<file path="config.mk">
export PLATFORM = sky130hd
export DESIGN_NAME = charbuf_port_ctrl
export DESIGN_NICKNAME = d
export VERILOG_FILES = /design/src/rtl/charbuf_port_ctrl.sv
export SDC_FILE = /design/constraint.sdc
export NUM_CORES = 1
export LEC_CHECK = 0
export ABC_AREA = 0
export CAP_MARGIN = 5
export CORE_UTILIZATION = 30
export DETAILED_ROUTE_END_ITERATION = 10
export GPL_ROUTABILITY_DRIVEN = 0
export GPL_TIMING_DRIVEN = 0
export SETUP_SLACK_MARGIN = 0.3
export SLEW_MARGIN = 20
export SYNTH_ARGS = -nofsm -noshare
export SYNTH_HDL_FRONTEND = slang
export SYNTH_SLANG_ARGS = --single-unit
</file>
<file path="constraint.sdc">
create_clock -name clk -period 6.4 [get_ports clk]
set_clock_uncertainty 0.15 [all_clocks]
set_input_delay 0.96 -clock clk [delete_from_list [all_inputs] [get_ports clk]]
set_output_delay 0.96 -clock clk [all_outputs]
set_load 0.02 [all_outputs]
</file>
<file path="src/rtl/charbuf_port_ctrl.sv">
// Port-A controller for the text-mode character buffer: CPU bus accesses
// win the port outright; otherwise a clear/scroll/fill-row engine uses it.
module charbuf_port_ctrl #(
  parameter int COLS = 80,
  parameter int ROWS = 30
) (
  input  logic        clk,
  input  logic        reset,
  input  logic        cpu_req,
  input  logic        cpu_we,
  input  logic [11:0] cpu_addr,
  input  logic [7:0]  cpu_wdata,
  output logic [7:0]  cpu_rdata,
  output logic        cpu_ack,
  input  logic        cmd_valid,
  input  logic [1:0]  cmd_op,
  input  logic [7:0]  cmd_fill,
  input  logic [4:0]  cmd_row,
  output logic        cmd_ready,
  output logic        busy,
  output logic        done,
  output logic        ram_ce,
  output logic        ram_we,
  output logic [11:0] ram_addr,
  output logic [7:0]  ram_din,
  input  logic [7:0]  ram_dout
);

  localparam logic [11:0] LAST_CELL = 12'(COLS*ROWS - 1);
  localparam logic [11:0] SCR_LAST  = 12'(COLS*(ROWS-1) - 1);
  localparam logic [11:0] SCR_FILL  = 12'(COLS*(ROWS-1));
  localparam logic [11:0] COLS12    = 12'(COLS);

  typedef enum logic [2:0] {S_IDLE, S_CLEAR, S_SCR_RD, S_SCR_WR, S_FILL, S_DONE} state_t;

  state_t      state, state_n;
  logic [11:0] idx, idx_n, last, last_n;
  logic [7:0]  fill_r, fill_n, hold;
  logic        rd_pend, nop_done, nop_n;
  logic        grant, accept, row_ok;
  logic        eng_ce, eng_we;
  logic [11:0] eng_addr, row_base;
  logic [7:0]  eng_din;

  assign grant    = !cpu_req;
  assign accept   = cmd_valid && cmd_ready && (cmd_op != 2'b00);
  assign row_ok   = 32'(cmd_row) < ROWS;
  assign row_base = 12'(32'(cmd_row) * COLS);

  // Out-of-range fill-row passes through DONE without ever raising busy.
  assign busy      = (state != S_IDLE) && !(state == S_DONE && nop_done);
  assign cmd_ready = !busy;
  assign done      = (state == S_DONE);

  always_comb begin
    state_n  = state;
    idx_n    = idx;
    last_n   = last;
    fill_n   = fill_r;
    nop_n    = nop_done;
    eng_ce   = 1'b0;
    eng_we   = 1'b0;
    eng_addr = idx;
    eng_din  = fill_r;
    case (state)
      S_IDLE: ;
      S_DONE: begin
        state_n = S_IDLE;
        nop_n   = 1'b0;
      end
      S_CLEAR, S_FILL: begin
        eng_ce = 1'b1;
        eng_we = 1'b1;
        if (grant) begin
          idx_n = idx + 12'd1;
          if (idx == last) state_n = S_DONE;
        end
      end
      S_SCR_RD: begin
        eng_ce   = 1'b1;
        eng_addr = idx + COLS12;
        if (grant) state_n = S_SCR_WR;
      end
      S_SCR_WR: begin
        eng_ce  = 1'b1;
        eng_we  = 1'b1;
        // Read data is still on ram_dout when the write follows immediately.
        eng_din = rd_pend ? ram_dout : hold;
        if (grant) begin
          if (idx == SCR_LAST) begin
            state_n = S_FILL;
            idx_n   = SCR_FILL;
          end else begin
            state_n = S_SCR_RD;
            idx_n   = idx + 12'd1;
          end
        end
      end
      default: state_n = S_IDLE;
    endcase

    if (accept) begin
      fill_n = cmd_fill;
      nop_n  = 1'b0;
      idx_n  = '0;
      last_n = LAST_CELL;
      case (cmd_op)
        2'b01: state_n = S_CLEAR;
        2'b10: state_n = (ROWS > 1) ? S_SCR_RD : S_FILL;
        default: begin
          if (row_ok) begin
            state_n = S_FILL;
            idx_n   = row_base;
            last_n  = row_base + COLS12 - 12'd1;
          end else begin
            state_n = S_DONE;
            nop_n   = 1'b1;
          end
        end
      endcase
    end
  end

  always_ff @(posedge clk or posedge reset) begin
    if (reset) begin
      state    <= S_IDLE;
      idx      <= '0;
      last     <= '0;
      fill_r   <= '0;
      hold     <= '0;
      rd_pend  <= 1'b0;
      nop_done <= 1'b0;
      cpu_ack  <= 1'b0;
    end else begin
      state    <= state_n;
      idx      <= idx_n;
      last     <= last_n;
      fill_r   <= fill_n;
      nop_done <= nop_n;
      cpu_ack  <= cpu_req;
      rd_pend  <= (state == S_SCR_RD) && grant;
      if (rd_pend) hold <= ram_dout;
    end
  end

  assign ram_ce    = !reset && (cpu_req || eng_ce);
  assign ram_we    = !reset && (cpu_req ? cpu_we : eng_we);
  assign ram_addr  = cpu_req ? cpu_addr : eng_addr;
  assign ram_din   = cpu_req ? cpu_wdata : eng_din;
  assign cpu_rdata = ram_dout;

endmodule

</file>
Yosys cells after proc, flatten, opt, wreduce, memory -nomap -nowiden. Cells that the tools add are included.

Register bits: 46. Bits of input ports: 48. Output and inout bits: 34.

Magnitude comparators: 1. Multiply operators: 1. Reduce and logical (&&, ||, !) cells: 23. Add/subtract/negate cells: 4. Muxes and demuxes: 30. Equal/unequal tests: 14.

Operators by type and width (count): two-way mux 12 bit (10); adder 12 x 7 -> 12 bit (second input constant) (2); two-way mux 8 bit (3); case mux 12 bit (2 select lines) (1); two-way mux 3 bit (6); adder 12 x 1 -> 12 bit (second input constant) (1); == test 12 bit (1); == test 12 bit (second input constant) (1); inequality test 3 bit (second input constant) (4); case mux 3 bit (4 select lines) (1); subtractor 12 x 1 -> 12 bit (second input constant) (1); multiplier 5 x 3 -> 8 bit (second input constant) (1); two-way mux 1 bit (8); logical AND 1 bit (7); == test 3 x 2 -> 1 bit (second input constant) (2); == test 3 bit (second input constant) (2); case mux 3 bit (2 select lines) (1); nonzero test 3 bit (2); < comparator 5 bit (second input constant) (1); AND reduction 5 bit (1); logical NOT 1 bit (4); nonzero test 2 bit (2); OR reduction 2 bit (2); OR reduction 4 bit (1); 8 further kinds (8).

Logic depth before layout (Yosys ltp). Gate-level depths: netlist of the first run.

Depth in word-level cells: 9. Depth in mapped cells: 9. Depth with buffers taken out: 9.

Worst setup path before layout of the first run. No wires, ideal clock.

Path type: input to output. Start point: input cpu_req. End point: output ram_din[4]. Buffers on the path: 2. Arrival: 1.863 ns. Slack: 3.427 ns. Cell stages on the path: 3. Cell sequence: clkbuf_1 clkbuf_1 o21ai_0.

Longest elaborated chain between the ends: 1.

Ends and longest elaborated chain: start: declaration (line 9) `input logic cpu_req,`; two-way mux 8 bit (line 149) `assign ram_din = cpu_req ? cpu_wdata : eng_din;`; end: declaration (line 25) `output logic [7:0] ram_din,`.

Every way passes these cells.

Worst setup path after layout of the first run.
Start point: input cpu_req. End point: output ram_addr[8].

Longest elaborated chain between the ends: 1.

Ends and longest elaborated chain: two-way mux 12 bit (line 148) `assign ram_addr = cpu_req ? cpu_addr : eng_addr;`; end: declaration (line 24) `output logic [11:0] ram_addr,`.

Every way passes these cells.

==> summary.md, run 1 <==
| Metric | Value |
|---|---|
| Syn nets | `406` |
| Detail Route Antenna Nets | `0` |
| Cell breakdown of the critical path | `clkdlybuf4s50_1 > clkbuf_1 > clkbuf_1 > nand2_1 > o21ai_0 > clkdlybuf4s50_1` |
| Clock slew at reported path FFs | `0.09 ns` |
| Warnings, synthesis | `0` |
| DRT iter0 DRCs | `134` |
| CP max-delay cell | `clkdlybuf4s50_1` |
| Skew-Pair Late Insertion Delay | `0.30 ns` |
| Die height | `103 um` |
| # Max-Cap Violations | `0` |
| Worst EP required | `5.29 ns` |
| TritonCTS clock tree | `yes` |
| DR vias | `2736` |
| Setup bufs post-CTS | `0` |
| CP Buf/Inv Count | `4` |
| # rows | `36` |
| Syn avg cell area | `8.93 sq um` |
| CP Depth | `6` |
| Fill cells | `966` |
| Die W | `103 um` |
| Async S/R FF share, synth | `100%` |
| #FFs+latches synth | `43` |
| Power per cell area | `330 nW/um^2` |
| Max-slew headroom | `58.0%` |
| Fin. Hold Viols | `0` |
| Post-Synthesis Cells | `344` |
| Critical path launch point type | `input pin` |
| Data arrival time of the critical path | `3.27 ns` |
| Pre-CTS WS | `1.95 ns` |
| Measured slew at the worst slew-check pin | `0.629 ns` |
| Synth cell types | `60` |
| DIE AREA | `10600 sq um` |
| Post-cts gate resize count | `0` |
| Max frequency | `229 MHz` |
| Largest net degree at the start of global routing | `27` |
| Dpl cell area | `4080 sq um` |
| Setup repair after global routing missed its margin | `no` |
| Core Box Area | `9860 sq um` |
| Hold depth | `2` |
| Final setup viols | `0` |
| Slew Limit Fails | `0` |
| CP Class | `input pin to primary output` |
| DRT Pass-1 Iters | `4` |
| Min Hold Slack | `0.337 ns` |
| Diode count | `0` |
| Share of layout cells above drive strength 1 | `14.1%` |
| Num ports | `82` |
| Reg area | `1080 sq um` |
| Multi-input gate area in the final layout | `1760 sq um` |
| Status | `completed` |
| Synthesized cell area | `3070 sq um` |
| Setup TNS | `0 ns` |
| Post-Place Cells | `559` |
| Cell Count, Final, Fillers Out | `567` |
| Top delay family on crit path | `buffers and inverters` |
| Vias per cell | `4.83` |
| Nets | `495` |
| Worst R2R Path Depth | `7` |
| Fin crit period | `4.38 ns` |
| Worst Path Max Fanout | `10` |
| Avg WL per Cell | `14.8 um` |
| Clock Tree Buf Depth | `2` |
| DRC | `0` |
| Gr usage total | `16.0%` |
| CTS Sinks | `43` |
| Final WS setup | `2.02 ns` |
| Post-synth EDFFs | `0` |
| Most area-hungry cell type in the Yosys netlist | `dfrtp_1` |
| Initial Utilization | `31.1%` |
| First-pass GRT wire length | `12.9 mm` |
| Hold crit path type | `register to register` |
| Port Buf Inserts | `81` |
| Cts bufs inserted | `5` |
| Leak pwr | `1.81 nW` |
| CTS Hold Bufs | `0` |
| Most used flip-flop cell after synthesis | `dfrtp_1` |
| Fin util | `42.3%` |
| Grt ovf | `0` |
| Post-synthesis sequential area ratio | `35.0%` |
| Total Wirelength | `8.39 mm` |
| CTS root buf | `clkbuf_8` |
| DP HPWL | `6.60 mm` |
| Worst path max stage delay | `0.63 ns` |
| Area contributors post-synth | `dfrtp_1 35%, nand2_1 6.8%, ha_1 5.3%` |
| Share of the synthesized area in the top cell type | `35.0%` |
| Crit end category | `primary output` |
| H-tree depth | `2` |
| Antenna violations before repair | `0` |
| Peak VDD IR | `128 uV` |
| P&R area growth vs syn | `35.7%` |
| Vias in the first global route | `2536` |
| PnR Total Power | `1.38 mW` |
| Tcrit/Tclk final | `68.4%` |
| Final instance area | `4170 sq um` |
==> worst paths after layout <==
path | startpoint | endpoint | slack (ns)
worst max-delay path | cpu_req | ram_addr[8] | 2.02
worst min-delay path | fill_r[6] | fill_r[6] | 0.34
worst max register to register | idx[4] | idx[6] | 4.02
worst min register to register | fill_r[6] | fill_r[6] | 0.34
max in group asynchronous | reset | idx[7] | 4.63
min in group asynchronous | reset | cpu_ack | 0.95
==> synth_stat cells (all sizes together) (2+ instances only) <==
cell and count:
nand2 57, dfrtp 43, o21ai 33, buf 24, nor2 22, xnor2 16, inv 14, mux2 14
ha 13, a21oi 11, a22o 8, mux2i 8, nand3 8, nor3 8, clkbuf 6, xor2 6
nand2b 5, a32o 4, nor4 4, a21o 3, and3 3, nand4 3, nor2b 3, a31oi 2
nand3b 2, nand4bb 2, nor3b 2, or2 2, or3 2
==> sequential cells by signal, indices dropped and copies added (netlist names) <==
register,flops
fill_r,8
hold,8
rd_pend,1
cpu_ack,1
nop_done,1
last,9
idx,12
state,3
==> layout make-up <==
| type | instances | area share (%) |
|---|---|---|
| inverters | 14 | 1.26 |
| flip-flops and latches | 43 | 25.8 |
| repair buffers | 82 | 20.1 |
| clock buffers | 5 | 1.65 |
| multi-input cells | 257 | 42.2 |
| well taps | 133 | 3.99 |
| clock inverters | 3 | 0.570 |
| plain buffers | 30 | 4.41 |
==> layer usage <==
layer / vias to the layer above / wire [um] / track usage (%) / part of all wire, %
met5: - / 0 / 0 / 0
met4: 0 / 165 / 5.74 / 2.0
met3: 10 / 337 / 2.28 / 4.0
met2: 71 / 3970 / 27.2 / 47
met1: 1290 / 3910 / 20.9 / 47
li1: 1365 / - / - / -
==> worst register-to-register path, stage by stage (launching register included) <==
cell and delay, ns:
dfrtp_1 0.48, inv_1 0.17, ha_1 0.22, nand4bb_4 0.14
nor4_4 0.47, nor2_2 0.14, a32o_1 0.28, a22o_1 0.22
==> kinds of logic after synthesis <==
family	share of synthesized area, %
muxes	7.74
buffers and inverters	7.70
adders and majority gates	5.95
and+or+nand+nor	21.9
xor gates and xnor gates	6.27
DFF	35.0
AOI/OAI and AO/OA	15.4
==> layout by cell type (no fill, tap or decap), types with 6 or more instances in the layout <==
master | netlist | routed
clkdlybuf4s50_1 | 0 | 81
nand2_1 | 56 | 56
dfrtp_1 | 43 | 43
o21ai_0 | 26 | 26
nor2_1 | 20 | 20
xnor2_1 | 16 | 16
inv_1 | 14 | 13
mux2_2 | 13 | 13
ha_1 | 13 | 13
buf_2 | 12 | 12
a21oi_1 | 11 | 11
buf_4 | 9 | 9
a22o_1 | 8 | 8
mux2i_1 | 8 | 8
nand3_1 | 7 | 7
nor3_1 | 7 | 7
o21ai_1 | 6 | 6
xor2_1 | 6 | 6
clkbuf_1 | 6 | 6
==> power breakdown <==
part / internal, mW / switching [mW]
Combinational: 0.352 / 0.393
Sequential: 0.377 / 0.0696
Clock: 0.0782 / 0.106
Power figures use the tool's default switching activity.
==> run 2: changes to the inputs <==
Clock period 6.4 ns to 4 ns, I/O delays scaled along.
==> run 2 against run 1 <==
Against the previous run: routed wire length down 0.11%; worst hold slack about the same; critical path type unchanged; critical path depth unchanged; first-iteration DRC count is the same; count of clock-buffer cells in the layout did not move.
==> summary.md, run 2 (synthesized netlist as in run 1, its figures left out) <==
| Metric | Value |
|---|---|
| Core Box Area | `9860 sq um` |
| Initial Utilization | `31.1%` |
| Hold depth | `2` |
| Total Wirelength | `8.38 mm` |
| DP HPWL | `6.60 mm` |
| Worst Path Max Fanout | `10` |
| Antenna violations before repair | `0` |
| Largest regs | `idx x12, last x9` |
| Most frequent cells in the layout | `81 x clkdlybuf4s50_1, 56 x nand2_1, 43 x dfrtp_1` |
| Num ports | `82` |
| Power per cell area | `528 nW/um^2` |
| Share of layout cells above drive strength 1 | `14.3%` |
| Dpl cell area | `4080 sq um` |
| Min Hold Slack | `0.337 ns` |
| Die W | `103 um` |
| Fin. Hold Viols | `0` |
| Measured slew at the worst slew-check pin | `0.628 ns` |
| Max reg flops | `12` |
| Status | `completed` |
| H-tree depth | `2` |
| DRT iter0 DRCs | `134` |
| Post-cts gate resize count | `1` |
| Cts bufs inserted | `5` |
| Vias in the first global route | `2536` |
| # Max-Cap Violations | `0` |
| Peak VDD IR | `206 uV` |
| Worst R2R Path Depth | `7` |
| Gr usage total | `16.0%` |
| DRT Pass-1 Iters | `4` |
| Hold crit path type | `register to register` |
| Crit end category | `primary output` |
| P&R area growth vs syn | `35.8%` |
| Largest net degree at the start of global routing | `27` |
| Port Buf Inserts | `81` |
| Avg WL per Cell | `14.8 um` |
| Setup repair after global routing missed its margin | `no` |
| DRC | `0` |
| Most common cell after layout, fill and taps aside | `clkdlybuf4s50_1` |
| Slew Limit Fails | `0` |
| Detail Route Antenna Nets | `0` |
| Post-Place Cells | `559` |
| DIE AREA | `10600 sq um` |
| Diode count | `0` |
| Final setup viols | `0` |
| Max frequency | `287 MHz` |
| Max-slew headroom | `58.0%` |
| Final instance area | `4170 sq um` |
| TritonCTS clock tree | `yes` |
| First-pass GRT wire length | `12.9 mm` |
| Tcrit/Tclk final | `87.3%` |
| DR vias | `2723` |
| Die height | `103 um` |
| Worst EP required | `3.25 ns` |
| Grt ovf | `0` |
| Leak pwr | `1.82 nW` |
| CP Class | `input pin to primary output` |
| Skew-Pair Late Insertion Delay | `0.30 ns` |
| Setup TNS | `0 ns` |
| Critical path launch point type | `input pin` |
| # rows | `36` |
| Nets | `495` |
| Largest Register | `idx` |
| Clock slew at reported path FFs | `0.09 ns` |
| Setup bufs post-CTS | `0` |
| CTS Hold Bufs | `0` |
| Vias per cell | `4.80` |
| Cell Count, Final, Fillers Out | `567` |
| Fin crit period | `3.49 ns` |
| Clock Tree Buf Depth | `2` |
| CTS root buf | `clkbuf_8` |
| CTS Sinks | `43` |
| Data arrival time of the critical path | `2.74 ns` |
run 2: stage by stage:
| step | setup slack [ns] | total power [mW] | utilization [%] |
|---|---|---|---|
| 2_1_floorplan | 1.56 | 1.51 | - |
| 3_3_place_gp | 0.277 | 1.90 | 41.0 |
| 3_5_place_dp | 0.268 | 1.92 | 41.3 |
| 4_1_cts | 0.467 | 2.22 | 42.3 |
| 5_1_grt | 0.305 | 2.37 | 42.3 |
| 6_report | 0.510 | 2.20 | 42.3 |
run 2: layout make-up:
type                            count  area (sq um)
Inverter                           14          52.6
Timing Repair Buffer               82           838
Fill cell                         965          5690
Sequential cell                    43          1080
Buffer                             30           185
Clock buffer                        5          68.8
Multi-Input combinational cell    257          1760
Tap cell                          133           166
Clock inverter                      3          23.8
run 2: power breakdown:
group | total, mW | internal (mW) | switching [mW]
Clock | 0.294 | 0.125 | 0.169
Sequential | 0.714 | 0.603 | 0.111
Combinational | 1.19 | 0.563 | 0.629
run 2: per-layer routing:
metal | vias to the layer above | GRT usage [%] | wire length [um]
met4 | 0 | 5.74 | 165
met5 | - | 0 | 0
met3 | 10 | 2.28 | 324
li1 | 1364 | - | -
met1 | 1284 | 20.9 | 3930
met2 | 65 | 27.2 | 3960
run 2: worst max-delay path, cell delays in order:
cell and delay [ns]:
clkdlybuf4s50_1 0.61, clkbuf_2 0.31, clkbuf_1 0.41, nand2_1 0.08
o21ai_0 0.09, clkdlybuf4s50_1 0.63
run 2: path summary, 6_finish.rpt:
kind	startpoint	endpoint	slack [ns]
max in group asynchronous	reset	idx[7]	2.59
worst max-delay path	cpu_req	ram_addr[8]	0.51
worst min register to register	fill_r[6]	fill_r[6]	0.34
min in group asynchronous	reset	cpu_ack	0.59
worst min-delay path	fill_r[6]	fill_r[6]	0.34
worst max register to register	idx[4]	idx[6]	1.63
==> run 3: changes to the inputs <==
Settings changed: SKIP_LAST_GASP from default to 1.
==> results of run 3 <==
Final layout, timing and power as in run 2 (identical DEF).
